$ cat config.mk
export PLATFORM = sky130hd
export DESIGN_NAME = mdio_controller
export DESIGN_NICKNAME = d
export VERILOG_FILES = /design/src/rtl/mdio_controller.sv
export SDC_FILE = /design/constraint.sdc
export NUM_CORES = 1
export LEC_CHECK = 0
export CELL_PAD_IN_SITES_DETAIL_PLACEMENT = 0
export CELL_PAD_IN_SITES_GLOBAL_PLACEMENT = 1
export CORE_ASPECT_RATIO = 0.7
export CORE_UTILIZATION = 46
export CTS_BUF_LIST = sky130_fd_sc_hd__clkbuf_16
export DETAILED_ROUTE_END_ITERATION = 10
export GPL_TIMING_DRIVEN = 0
export PLACE_DENSITY = 0.95
export SLEW_MARGIN = 20
export SYNTH_ARGS = -nofsm -noshare
export SYNTH_HDL_FRONTEND = slang
export SYNTH_SLANG_ARGS = --single-unit
$ cat constraint.sdc
create_clock -name CLK -period 4.15 [get_ports CLK]
set_input_delay 0.415 -clock CLK [delete_from_list [all_inputs] [get_ports CLK]]
set_output_delay 0.415 -clock CLK [all_outputs]
set_load 0.1 [all_outputs]
$ cat src/rtl/mdio_controller.sv
// MDIO station-management master: generates MDC, shifts a 32-bit frame out MSB-first,
// and for read frames releases the bus after the turnaround and captures 16 data bits.
module mdio_controller #(
  parameter int DIV_HALF = 2
) (
  input  logic        CLK,
  input  logic        RESET,
  input  logic        MDIO_START,
  input  logic [31:0] T_DATA,
  input  logic        MDIO_IN,
  output logic        MDC,
  output logic        MDIO_OUT,
  output logic        MDIO_OE,
  output logic        MDIO_BUSY,
  output logic [15:0] RD_DATA,
  output logic        DATA_RDY
);

  localparam int DW = (DIV_HALF > 1) ? $clog2(DIV_HALF) : 1;

  typedef enum logic [1:0] {IDLE, XFER, DONE} state_t;

  state_t        state;
  logic [DW-1:0] div;
  logic [4:0]    bit_cnt;
  logic [30:0]   shreg;
  logic          rd;
  logic [15:0]   cap;
  logic          wrap;

  assign wrap = (div == DW'(DIV_HALF - 1));

  // NOTE: every register, including the shift and capture registers, is reset so a
  // reset mid-frame can never leave stale read bits behind.
  always_ff @(posedge CLK or posedge RESET) begin
    if (RESET) begin
      state     <= IDLE;
      div       <= '0;
      bit_cnt   <= '0;
      shreg     <= '0;
      rd        <= 1'b0;
      cap       <= '0;
      MDC       <= 1'b0;
      MDIO_OUT  <= 1'b0;
      MDIO_OE   <= 1'b0;
      MDIO_BUSY <= 1'b0;
      RD_DATA   <= '0;
      DATA_RDY  <= 1'b0;
    end else begin
      // NOTE: non-blocking assignments throughout, so every branch sees pre-edge state.
      DATA_RDY <= 1'b0;
      case (state)
        IDLE: begin
          MDC      <= 1'b0;
          MDIO_OE  <= 1'b0;
          MDIO_OUT <= 1'b0;
          if (MDIO_START) begin
            shreg     <= T_DATA[30:0];
            rd        <= (T_DATA[29:28] == 2'b10);
            cap       <= '0;
            MDIO_OE   <= 1'b1;
            MDIO_OUT  <= T_DATA[31];
            MDIO_BUSY <= 1'b1;
            bit_cnt   <= '0;
            div       <= '0;
            state     <= XFER;
          end
        end

        XFER: begin
          if (!wrap) begin
            div <= div + 1'b1;
          end else begin
            div <= '0;
            MDC <= ~MDC;
            if (!MDC) begin
              // rising event: PHY-driven data bits 16..31 land MSB first
              if (rd && bit_cnt[4])
                cap <= {cap[14:0], MDIO_IN};
            end else if (bit_cnt == 5'd31) begin
              MDIO_OE  <= 1'b0;
              MDIO_OUT <= 1'b0;
              state    <= DONE;
            end else begin
              bit_cnt <= bit_cnt + 5'd1;
              shreg   <= {shreg[29:0], 1'b0};
              // read frames release the bus once the turnaround bits are out
              if (rd && bit_cnt >= 5'd15) begin
                MDIO_OE  <= 1'b0;
                MDIO_OUT <= 1'b0;
              end else begin
                MDIO_OUT <= shreg[30];
              end
            end
          end
        end

        DONE: begin
          MDC       <= 1'b0;
          MDIO_OE   <= 1'b0;
          MDIO_OUT  <= 1'b0;
          MDIO_BUSY <= 1'b0;
          if (rd) begin
            RD_DATA  <= cap;
            DATA_RDY <= 1'b1;
          end
          state <= IDLE;
        end

        default: state <= IDLE;
      endcase
    end
  end

endmodule

Word-level counts from Yosys, hierarchy flattened
Cells that the tools add are included.
Word-level totals
  register bits: 77
  bits of input ports: 36
  output and inout bits: 21
Operators by class
  $add $sub $neg: 2
  magnitude comparators: 1
  equal/unequal tests: 12
  muxes and demuxes: 41
  bitwise operators: 1
  reductions and logical operators: 18
Operators with widths (number)
  31-bit two-way mux: 4
  16-bit two-way mux: 4
  31-bit case mux with 2 select lines: 1
  16-bit case mux with 2 select lines: 1
  5-bit two-way mux: 4
  1-bit two-way mux: 16
  2-bit != test, second input constant: 7
  5-bit case mux with 2 select lines: 1
  2-bit AND reduction: 5
  5-bit AND reduction: 2
  2-bit two-way mux: 4
  4-bit AND reduction: 2
  1-bit case mux with 2 select lines: 3
  1-bit case mux with 3 select lines: 2
  2-bit nonzero test: 3
  5-bit by 1-bit adder with 5-bit output, second input constant: 1
  5-bit equality test, second input constant: 1
  5-bit by 4-bit >= comparator with 1-bit output, second input constant: 1
  2-bit equality test, second input constant: 2
  2-bit case mux with 2 select lines: 1
  3-bit != test, second input constant: 1
  3-bit AND reduction: 1
  3-bit nonzero test: 1
  2-bit by 1-bit equality test with 1-bit output, second input constant: 1
  5 further kinds: 6

Longest topological paths before layout
  word-level depth: 7
  mapped depth: 9

Worst setup path before layout
Ideal clock, no wire load.
  path kind: register to register
  start point: register MDC
  end point: register cap[0]
  arrival time: 1885 ps
  required time: 4029 ps
  setup slack: 2144 ps
  stages on the path, launching flop included: 6
  path buffers: 1
  clock period less this slack: 2006 ps
  cells stage by stage: dfrtp_1 > nand4b_4 > nor2_4 > buf_6 > a22o_1 > a22o_1
Between the ends
  cells in the longest elaborated chain, start to end: 2
Ends and longest elaborated chain
  start: declaration: RTL line 11  | output logic MDC,
  start signal: assignment: RTL line 75  | MDC <= ~MDC;
  2-bit != test (no line)
  5-bit AND reduction (no line)
  end signal: assignment: RTL line 79  | cap <= {cap[14:0], MDIO_IN};
  end: declaration: RTL line 28  | logic [15:0] cap;
No other way between the ends.
A chain may end at the register's enable or synchronous reset.

Final worst setup path
  start point: register MDC
  end point: output MDC
No word-level cell between the ends.

==> impl_results.md <==
* Die Area at 8180 um^2
* Worst slew margin at 0.354
* Most frequent cells after synthesis: 77 x dfrtp_1, 41 x nand2_1, 31 x mux2i_1
* Dpl cells at 467
* Final setup TNS at 0 ps
* Worst EP arrival at 2000 ps
* WP buf/inv at 1
* CP top delay family: buffers and inverters
* Cell Area, Synth at 3600 um^2
* Final Skew at 7.44 ps
* Die H at 76.0 um
* Final Max Slew Viols at 0
* Initial Utilization at 0.485
* Reg2reg path depth at 9
* Routed WL at 7020 um
* Nets at about 420
* DP HPWL at 4900 um
* Yosys warns at 0
* Syn_area_per_cell at 11.5 um^2
* Port Buffers at 56
* Required time of the critical path at 3730 ps
* # diodes at 0
* # rows at 26
* Worst Max-Slew Pin Slew at between 900 and 1000 ps
* Die X at 108 um
* Gr usage total at 0.187
* # IOs at 57
* Max Cap Viol at 0
* Number of clock sinks at slightly below 80
* Setup violations, final at 0
* Post-synth top flop: dfrtp_1
* RSZ-0062 raised after global routing: no
* First-pass GRT wire length at about 12000 um
* Flop-to-flop setup slack at 2030 ps
* Reg area at 1930 um^2
* Leak at 2.18 nW
* Worst R2R End: shreg[24]
* Yosys reg bits at 77
* Routed via count at between 2000 and 3000
* Cell variety after synth at 36
* DRT Pass-1 Iters at 4
* Maximum buffer depth of the clock tree at 2
* CP max stage delay at 1190 ps
* Vias in the first global route at 2546
* Yosys top cell by area: dfrtp_1
* Min Tclk post-route at 2420 ps
* Wirelength per Cell at ~15 um
* PD cells at 636 nW/um^2
* RR Startpoint: bit_cnt[0]
* Kind of critical path: flip-flop to primary output
* Core Footprint at between 7000 and 8000 um^2
* Crit-path cells: clkdlybuf4s50_1
* Syn_nets at 354
* Final Hold Fails at 0
* Total global routing overflow at 0
* Fillers at a little over 600
* Fmax at 414 MHz
* Clk slew on worst S/H paths at 60 ps
* Maximum vdd ir drop at around 0.00027 V
* Non-filler instance count after layout at 483
* Largest net degree at the start of global routing at 42
* Clock Latency Late Sink at 320 ps
* Asr flop ratio synth at 1.00
* CTS resizes at 0
* Worst path slowest cell: clkdlybuf4s50_1
* Cell count after synthesis at about 310
* Initial antenna violation count at 0
* Outcome: complete, no violations
* GPL Wtd Cong at 0.786
* Crit path capture type: primary output
* Top-count cell post-synth: dfrtp_1
* Total CTS buffers at 9
* Vias per cell at 5.30
* Hold/Removal Path Class: primary input to asynchronous set/reset pin
* Post-synthesis sequential area ratio at 0.536
* Crit-path max FO at 8
* Layout cells sized above 1 at 0.174
* Number of synthesized flops with an enable pin at 0
* Synth top area cells: dfrtp_1 54%, mux2i_1 8.6%, a22o_1 6.6%
* Multi-input logic area at 1500 um^2
* Fin crit share at 0.583
* DR iter-0 viols at 109
* DRC at 0
* Worst setup SP type: flip-flop
* Yosys top cell area share at 0.536
* Final ANT Viol Nets at 0
* Htree depth at 3
* Area growth syn-to-layout at 28.6%
* Setup bufs post-CTS at 0
* TritonCTS clock tree: built
* CTS root buf: clkbuf_16
* Final Power at 2.94 mW
* Hold Buf Count CTS at 0
-- per-layer routing --
layer  vias up  routed length (um)  track usage
li1       1257                   -            -
met1      1249                3510        0.262
met2        53                3250        0.296
met3         2                 241       0.0385
met4         0                  18       0.0507
met5         -                   0            0
-- worst reg2reg max path, cell delays in order, from the launching register on --
cell      delay, ps
dfrtp_1         400
ha_1            230
and3_1          210
ha_1            200
nand3b_2        260
a21o_1          200
buf_2           180
buf_4           190
nand2_1          80
o21ai_1          60
-- sequential cells by signal, indices dropped and copies added (netlist names), 2 cells and up --
| signal | cells |
|---|---|
| shreg | 31 |
| RD_DATA | 16 |
| cap | 16 |
| bit_cnt | 5 |
| state | 2 |
-- cell usage in the layout (no fill, tap or decap), types with 2 or more instances in the layout --
master	synthesis	final
nor2b_1	2	2
buf_6	5	5
mux2i_1	31	31
o21ai_0	11	11
inv_6	0	2
nand2b_1	2	2
a22o_2	6	6
mux2_2	17	17
dfrtp_1	77	77
clkbuf_16	0	9
ha_1	6	6
nand3_1	5	5
inv_1	7	7
bufinv_16	0	2
a21oi_1	4	4
buf_2	11	11
nand3b_1	2	2
a22o_1	27	27
clkdlybuf4s50_1	0	56
nor2_1	5	5
nand2_1	41	41
buf_4	5	5
nor3_1	2	2
o21ai_1	30	30
-- worst max path at each step --
stage                      to  cells past startpoint  slack (ps)  startpoint
floorplan            DATA_RDY                      1        1770       RESET
global placement    shreg[26]                      2         510       RESET
detailed placement  shreg[24]                      9        2040  bit_cnt[0]
CTS                       MDC                      1        1710         MDC
global route              MDC                      1        1690         MDC
finish                    MDC                      1        1730         MDC
-- cell families (layout without fill, tap and decap cells) --
family,count (synthesis),count (layout),share of synthesized area
AOI/OAI and AO/OA,84,84,0.159
DFF,77,77,0.536
and+or+nand+nor,68,68,0.0939
muxes,48,48,0.139
buffers and inverters,28,101,0.0487
adders and majority gates,6,6,0.0209
xor gates and xnor gates,1,1,0.00244
-- stage by stage --
stage / utilization / setup WS (ps) / hold slack, ps / cell area (um^2)
after floorplan: - / 1770 / 455 / 3600
after CTS: 0.624 / 1710 / 479 / 4630
after detailed placement: 0.580 / 2040 / 475 / 4300
final: 0.624 / 1730 / 466 / 4630
after global routing: 0.624 / 1690 / 519 / 4630
after global placement: 0.577 / 509 / 466 / 4280
-- cell type report --
class                   instances  area share
flip-flops and latches         77       0.417
clock buffers                   9      0.0487
clock inverters                 7      0.0211
inverters                       7     0.00622
multi-input cells             207       0.323
well taps                      98      0.0265
plain buffers                  21      0.0322
repair buffers                 57       0.126
-- power by group --
group	total (mW)	switching, mW	internal, mW	leakage [nW]
logic	1.04	0.616	0.421	1.01
clock network	0.841	0.311	0.530	0.158
registers	1.06	0.122	0.941	1.02
Note: power is estimated with default switching activity, not from simulation.
==> variant: new RTL, same settings <==
The 3 states of `state_t` get a one-hot encoding in 3 bits.
--- a/src/rtl/mdio_controller.sv
+++ b/src/rtl/mdio_controller.sv
@@ -20,3 +20,3 @@
 
-  typedef enum logic [1:0] {IDLE, XFER, DONE} state_t;
+  typedef enum logic [2:0] {IDLE = 3'b001, XFER = 3'b010, DONE = 3'b100} state_t;
 
Formal check against the unedited RTL: same outputs for any inputs over 10 cycles, from zero or initial values and one cycle with RESET high; not proved beyond that.
==> variant against the unedited design <==
  * Clock power decreased by 7.6%
  * Synthesized area decreased by 0.83%
  * Final area decreased by 1.2%
  * Die area decreased by 0.82%
  * Sequential cell count increased by 1
  * Worst setup slack improved by 0.048 ns
  * Cell count increased by 0.41%
  * Routed wire length decreased by 1.2%
  * Total power decreased by 11%
  * Largest power group unchanged
  * Highest routed layer unchanged
==> variant: results (changes against the unedited design) <==
Pwr
  – Net switching power: 0.825 mW (-21%)
  – Clock group power: 0.777 mW (-7.6%)
  – Gate power share: 30.2% (-5.1 points)
  – Static Leak: 2.18 nW (-0.15%)

Place
  – Hpwl dp: 4.94 mm (+0.80%)
  – Placed cell count: 469 (+0.43%)
  – Placed cell areas: 4270 um2 (-0.70%)
  – Pre-CTS setup slack: 1.86 ns (-0.178 ns)

Critical path
  – CP Max Fanout: 6 (-2)
  – FF-to-FF path depth: 8 (-1)
  – R2R Path End: bit_cnt[2]

Synthesis
  – Netlist cell types: 45 (+25%)
  – Synth top cells by count: nand2_1, dfrtp_1, mux2_2, a22o_1
  – Syn avg cell area: 11.4 um2 (-1.5%)
  – Synthesized Nets: 353 (-0.28%)

Routing
  – Routed length on met1: 3.39 mm (-3.2%)
  – Met3 wire length: 310 um (+29%)
  – Post-detailed-route wirelength per cell: 14.3 um (-1.6%)
  – WL met2: 3.19 mm (-1.9%)
  – Vias per std cell: 5.13 (-3.2%)

Timing
  – Period minus WS final: 2.37 ns (-0.0476 ns)
  – Setup Skew: 0.00340 ns (-0.00404 ns)

GRT
  – Largest net degree at the start of global routing: 43 (+2.4%)
  – Met1 Use GR: 26.6% (+0.41 points)
  – Vias in the first global route: 2331 (-8.4%)

Finish
  – Fraction of layout cells with a size suffix above 1: 20.2% (+2.8 points)

Outcome
  – Status: completed
[variant: cell count changes after synthesis, sizes merged, moves of 4 or more]
| cell | before | now |
|---|---|---|
| nand2 | 42 | 95 |
| o21ai | 41 | 6 |
| mux2 | 17 | 47 |
| mux2i | 31 | 1 |
| a22o | 33 | 18 |
| buf | 21 | 15 |
| nor3b | 0 | 5 |
| nand3 | 5 | 1 |
[variant: final cells by class]
| type | count | share of cell area (%) |
|---|---|---|
| Tap cell | 98 | 2.68 |
| Timing Repair Buffer | 57 | 12.7 |
| Clock buffer | 9 | 4.93 |
| Inverter | 8 | 0.712 |
| Sequential cell | 78 | 42.7 |
| Clock inverter | 7 | 1.59 |
| Buffer | 18 | 3.18 |
| Multi-Input combinational cell | 210 | 31.5 |
[variant: kinds of logic after synthesis]
kind of cell	after synthesis	share of synthesized area, %
compound gates	37	8.14
xor+xnor	1	0.246
fa+ha+maj	3	1.05
buf+inv	26	4.91
flops	78	54.8
mux	48	15.1
simple gates	121	15.8
